File: src/rtl/multi_voice_sound_gen.sv
// rtl/multi_voice_sound_gen.sv - NCH-voice square/noise generator with shared LFO, envelopes and PCM/AND mixers
module multi_voice_sound_gen #(
    parameter int NCH      = 4,
    parameter int FREQ_W   = 12,
    parameter int LFO_W    = 10,
    parameter int VOL_W    = 4,
    parameter int PRESCALE = 16,
    parameter int OUT_W    = VOL_W + $clog2(NCH)
) (
    input  logic                    clk,
    input  logic                    reset,
    input  logic [NCH*FREQ_W-1:0]   freq,
    input  logic [NCH-1:0]          mode,
    input  logic [NCH-1:0]          lfo_mod,
    input  logic [LFO_W-1:0]        lfo_freq,
    input  logic [2:0]              lfo_shift,
    input  logic [NCH-1:0]          enable,
    input  logic [NCH*VOL_W-1:0]    volume,
    input  logic [NCH-1:0]          env_mode,
    input  logic [7:0]              env_rate,
    input  logic [NCH-1:0]          trig,
    output logic [OUT_W-1:0]        pcm_out,
    output logic                    signal_out,
    output logic                    tick
);

    localparam int DIV_W = $clog2(PRESCALE);
    localparam int LC_W  = LFO_W + 8;

    logic [DIV_W-1:0]  div_q, div_d;
    logic [LC_W-1:0]   lfo_q, lfo_d;
    logic [FREQ_W-1:0] lfo_t, delta;
    logic [15:0]       lfsr_q, lfsr_d;
    logic [FREQ_W:0]   cnt_q [NCH];
    logic [FREQ_W:0]   cnt_d [NCH];
    logic [NCH-1:0]    state_q, state_d;
    logic [VOL_W-1:0]  env_q [NCH];
    logic [VOL_W-1:0]  env_d [NCH];
    logic [7:0]        ediv_q [NCH];
    logic [7:0]        ediv_d [NCH];
    logic [OUT_W-1:0]  pcm_q, pcm_d;
    logic              sig_q, sig_d;

    assign tick       = (div_q == '0);
    assign pcm_out    = pcm_q;
    assign signal_out = sig_q;

    // Triangle: falling counter, upper half folded so t ramps up then down.
    assign lfo_t = lfo_q[LC_W-1 -: FREQ_W] ^ {FREQ_W{lfo_q[LC_W-1]}};
    assign delta = lfo_t >> lfo_shift;

    always_comb begin
        div_d  = (div_q == DIV_W'(PRESCALE - 1)) ? '0 : div_q + 1'b1;
        lfo_d  = lfo_q;
        lfsr_d = lfsr_q;
        if (tick) begin
            lfo_d  = (lfo_q == '0) ? {lfo_freq, 8'b0} : lfo_q - 1'b1;
            lfsr_d = {1'b0, lfsr_q[15:1]} ^ (lfsr_q[0] ? 16'hB400 : 16'h0000);
        end
    end

    always_comb begin : voices
        logic [FREQ_W-1:0] mod_add;
        logic [VOL_W-1:0]  lvl;
        logic [OUT_W-1:0]  sum;
        logic              all_hi;
        mod_add = '0;
        lvl     = '0;
        sum     = '0;
        all_hi  = 1'b1;
        state_d = state_q;
        for (int i = 0; i < NCH; i++) begin
            cnt_d[i]  = cnt_q[i];
            env_d[i]  = env_q[i];
            ediv_d[i] = ediv_q[i];
            mod_add   = lfo_mod[i] ? delta : '0;
            if (tick) begin
                if (cnt_q[i] == '0) begin
                    cnt_d[i] = {1'b0, freq[i*FREQ_W +: FREQ_W]} + {1'b0, mod_add};
                    if (!mode[i] || lfsr_q[4'(i % 16)])
                        state_d[i] = ~state_q[i];
                end else begin
                    cnt_d[i] = cnt_q[i] - 1'b1;
                end
            end
            if (trig[i]) begin
                env_d[i]  = volume[i*VOL_W +: VOL_W];
                ediv_d[i] = '0;
            end else if (tick && env_q[i] != '0) begin
                if (ediv_q[i] == env_rate) begin
                    env_d[i]  = env_q[i] - 1'b1;
                    ediv_d[i] = '0;
                end else begin
                    ediv_d[i] = ediv_q[i] + 1'b1;
                end
            end
            lvl = env_mode[i] ? env_q[i] : volume[i*VOL_W +: VOL_W];
            if (enable[i] && state_q[i])
                sum = sum + OUT_W'(lvl);
            if (enable[i] && !state_q[i])
                all_hi = 1'b0;
        end
        pcm_d = tick ? sum : pcm_q;
        sig_d = tick ? all_hi : sig_q;
    end

    always_ff @(posedge clk or posedge reset) begin
        if (reset) begin
            div_q   <= '0;
            lfo_q   <= '0;
            lfsr_q  <= 16'h0001;
            state_q <= '0;
            pcm_q   <= '0;
            sig_q   <= 1'b0;
            for (int i = 0; i < NCH; i++) begin
                cnt_q[i]  <= '0;
                env_q[i]  <= '0;
                ediv_q[i] <= '0;
            end
        end else begin
            div_q   <= div_d;
            lfo_q   <= lfo_d;
            lfsr_q  <= lfsr_d;
            state_q <= state_d;
            pcm_q   <= pcm_d;
            sig_q   <= sig_d;
            for (int i = 0; i < NCH; i++) begin
                cnt_q[i]  <= cnt_d[i];
                env_q[i]  <= env_d[i];
                ediv_q[i] <= ediv_d[i];
            end
        end
    end

endmodule

File: config.mk
export PLATFORM = sky130hd
export DESIGN_NAME = multi_voice_sound_gen
export DESIGN_NICKNAME = d
export VERILOG_FILES = /design/src/rtl/multi_voice_sound_gen.sv
export SDC_FILE = /design/constraint.sdc
export NUM_CORES = 1
export LEC_CHECK = 0
export CAP_MARGIN = 5
export CORE_UTILIZATION = 50
export DETAILED_ROUTE_END_ITERATION = 7
export PLACE_DENSITY = 0.76
export SYNTH_ARGS = -nofsm -noshare
export SYNTH_HDL_FRONTEND = slang
export SYNTH_SLANG_ARGS = --single-unit
File: constraint.sdc
create_clock -name clk -period 5.5 [get_ports clk]
set_input_delay 1.375 -clock clk [delete_from_list [all_inputs] [get_ports clk]]
set_output_delay 1.375 -clock clk [all_outputs]
set_load 0.03 [all_outputs]
==> results of run 1 <==
-- flip-flops by register name, summed over array words and instances, names as in the netlist --
register / cells
state_q: 4
div_q: 4
lfo_q: 18
ediv_q: 32
signal_out: 1
cnt_q: 52
pcm_out: 6
env_q: 16
lfsr_q: 16
-- worst min path at each step --
stage | startpoint | end | slack, ps | cells after the start
5_1_grt | lfsr_q[9] | lfsr_q[8] | 490 | 2
4_1_cts | lfsr_q[7] | lfsr_q[6] | 460 | 2
2_1_floorplan | cnt_q[12] | cnt_q[12] | 440 | 2
3_3_place_gp | lfsr_q[4] | lfsr_q[3] | 450 | 2
6_report | lfsr_q[7] | lfsr_q[6] | 460 | 2
3_5_place_dp | lfsr_q[15] | lfsr_q[14] | 450 | 2
-- cell type report --
type / count / area [um2] / share of cell area
multi-input cells: 1100 / 7120 / 0.536
clock inverters: 12 / 144 / 0.0108
flip-flops and latches: 149 / 3730 / 0.281
well taps: 280 / 350 / 0.0264
repair buffers: 125 / 1220 / 0.0922
clock buffers: 20 / 457 / 0.0344
inverters: 64 / 250 / 0.0189
-- cells in the mapped netlist, types with 12 or more instances --
library cell	instances
nand2_1	177
dfrtp_1	148
o21ai_0	127
nor2_1	118
a21oi_1	93
ha_1	73
xnor2_1	69
inv_1	62
and2_1	45
nor3_1	42
xor2_1	39
clkbuf_1	33
mux2i_1	30
nand3_1	27
mux2_2	23
a21o_1	19
nor4_1	17
nor2b_1	16
a211oi_1	15
o31ai_1	14
nand2b_1	12
nand4_1	12
or3_1	12
-- layer usage --
layer	global-route usage	wire length, um	up-vias
li1	-	-	4995
met1	0.318	12700	4807
met2	0.435	14000	287
met3	0.0468	1310	71
met4	0.112	949	0
met5	0	0	-
-- kinds of logic after synthesis --
family | synth area share
buffers and inverters | 0.0353
AOI/OAI and AO/OA | 0.181
DFF | 0.332
and+or+nand+nor | 0.222
xor gates and xnor gates | 0.0841
adders and majority gates | 0.0937
muxes | 0.0518
-- power by group --
| part | switching [mW] | internal [mW] |
|---|---|---|
| sequential | 0.0225 | 1.11 |
| combinational | 0.224 | 0.209 |
| clock | 0.506 | 0.700 |
| total | 0.753 | 2.02 |
-- critical path: stages --
cell	delay [ps]
clkdlybuf4s50_1	640
buf_4	230
mux2i_1	280
xnor2_1	220
mux2i_1	150
a21oi_1	550
and2_1	220
ha_1	270
nor2b_1	150
o21ai_0	190
a21boi_0	170
o31ai_1	380
o21ai_0	230
a21oi_1	180
o21ai_0	100
-- stage by stage --
step	instances	total power [mW]	instance area, um2	util
6_report	1750	2.78	13300	0.604
5_1_grt	1750	2.89	13300	0.604
4_1_cts	1750	2.79	13300	0.604
3_5_place_dp	1718	1.59	12700	0.577
3_3_place_gp	1718	1.57	12700	0.577
2_1_floorplan	1352	1.41	11200	-
-- layout by cell type (no fill, tap or decap), types with 9 or more instances in the layout --
cell type | netlist | routed
mux2i_1 | 30 | 30
nor2_1 | 118 | 118
nand3_1 | 27 | 27
nor3_1 | 42 | 42
and2_1 | 45 | 45
xnor2_1 | 69 | 69
mux2_2 | 23 | 23
a21o_1 | 19 | 19
or3_1 | 12 | 12
nor2b_1 | 16 | 16
buf_4 | 0 | 11
o31ai_1 | 14 | 14
xor2_1 | 39 | 39
a21oi_1 | 93 | 93
clkbuf_16 | 0 | 17
dfrtp_1 | 148 | 148
and3_1 | 11 | 11
o21ai_0 | 127 | 127
inv_1 | 62 | 61
a211oi_1 | 15 | 15
o22ai_1 | 9 | 9
nand2_1 | 177 | 177
clkdlybuf4s50_1 | 0 | 114
nand4_1 | 12 | 12
nand2b_1 | 12 | 12
o21a_1 | 11 | 11
ha_1 | 73 | 73
nor4_1 | 17 | 17
==> results.sh, run 1 <==
export IMPL_run_status="finished with violations"
export IMPL_violations="DRC"
export IMPL_num_vias=10200
export IMPL_cts_tree="yes"
export IMPL_yosysWarnings=0
export IMPL_ff2ff_path_depth=13
export IMPL_ctsResizeCount=0
export IMPL_ir_worst_vdd_uv=140
export IMPL_worstMarginPinSlew_ps=989
export IMPL_postSynthCellCount=1352
export IMPL_grt_max_degree=104
export IMPL_crit_start="lfo_shift[0]"
export IMPL_r2r_start="lfo_q[17]"
export IMPL_clk_latency_ps=430
export IMPL_drv_slew=0
export IMPL_cts_buffers=17
export IMPL_synthFlopType="dfrtp_1"
export IMPL_start_kind="input port"
export IMPL_clock_fmax_ghz=0.198
export IMPL_path_max_fanout=7
export IMPL_setup_tns_ps=0
export IMPL_syn_area_per_cell_um2=8.31
export IMPL_drtIter0Drc=784
export IMPL_drt_pass1_iterations=7
export IMPL_end_kind="flop"
export IMPL_port_buffers=114
export IMPL_rows=54
export IMPL_critPathRequiredTime_ps=5790
export IMPL_cts_sinks=149
export IMPL_layout_min_cycle_time_ps=5040
export IMPL_drive_above_1_share=0.0585
export IMPL_clk_pin_slew_worst_paths_ps=60
export IMPL_grt_ovfl_total=0
export IMPL_cts_setup_buffers=0
export IMPL_die_w_um=152
export IMPL_syn_to_final_growth_pct=18.1
export IMPL_cts_root_buffer="clkbuf_16"
export IMPL_wirelength_um=29000
export IMPL_critical_path_class="in2reg"
export IMPL_h_tree_depth=4
export IMPL_initial_utilization=0.512
export IMPL_post_drt_wl_per_cell_um=16.6
export IMPL_dieArea_um2=23100
export IMPL_hold_viol_final=0
export IMPL_leakage_nw=5.65
export IMPL_synth_largest_area_cell="dfrtp_1"
export IMPL_dpl_worst_slack_ps=143
export IMPL_min_delay_path_class="reg2reg"
export IMPL_via_per_inst=5.81
export IMPL_io_pins=115
export IMPL_drv_cap=0
export IMPL_cts_hold_buffers=0
export IMPL_r2r_end="cnt_q[10]"
export IMPL_grt_first_pass_wirelength_um=48000
export IMPL_endpoint="cnt_q[38]"
export IMPL_first_global_vias=9991
export IMPL_rsz0062_at_grt="no"
export IMPL_antenna_found_initial=0
export IMPL_arrival_ps=5330
export IMPL_holdWs_ps=461
export IMPL_power_density_nw_per_um2=209
export IMPL_synth_distinct_cells=68
export IMPL_synth_seq_cells=149
export IMPL_synth_edf_count=0
export IMPL_r2r_slack_ps=1540
export IMPL_min_period_over_period=0.916
export IMPL_final_setup_worst_slack_ps=461
export IMPL_synth_top_cell_area_share=0.329
export IMPL_drc=11
export IMPL_grt_total_usage=0.256
export IMPL_fin_skew_ps=9.19
export IMPL_ys_seq_area_frac=0.332
export IMPL_async_flop_share=1.00
export IMPL_n_antenna_cell=0
export IMPL_synth_area_um2=11200
export IMPL_fp_coreArea_um2=22000
export IMPL_fin_nets=1644
export IMPL_synth_area_leaders="dfrtp_1 (33%), ha_1 (8.1%), nand2_1 (5.9%), o21ai_0 (5.7%), xnor2_1 (5.4%)"
export IMPL_place_congestion=0.876
export IMPL_die_h_um=152
export IMPL_antenna_left=0
export IMPL_slew_headroom=0.335
export IMPL_fillCellCount=1900
export IMPL_clock_path_buffers=2
export IMPL_setup_viol=0
export IMPL_syn_nets=1539
export IMPL_hpwl_um=21600
Note: power is estimated with default switching activity, not from simulation.
==> run 2: changes to the inputs <==
Settings changed: CTS_CLUSTER_DIAMETER from default to 150.
==> results of run 2 <==
Same layout as run 1: the final DEF is identical, and so are final timing and power.
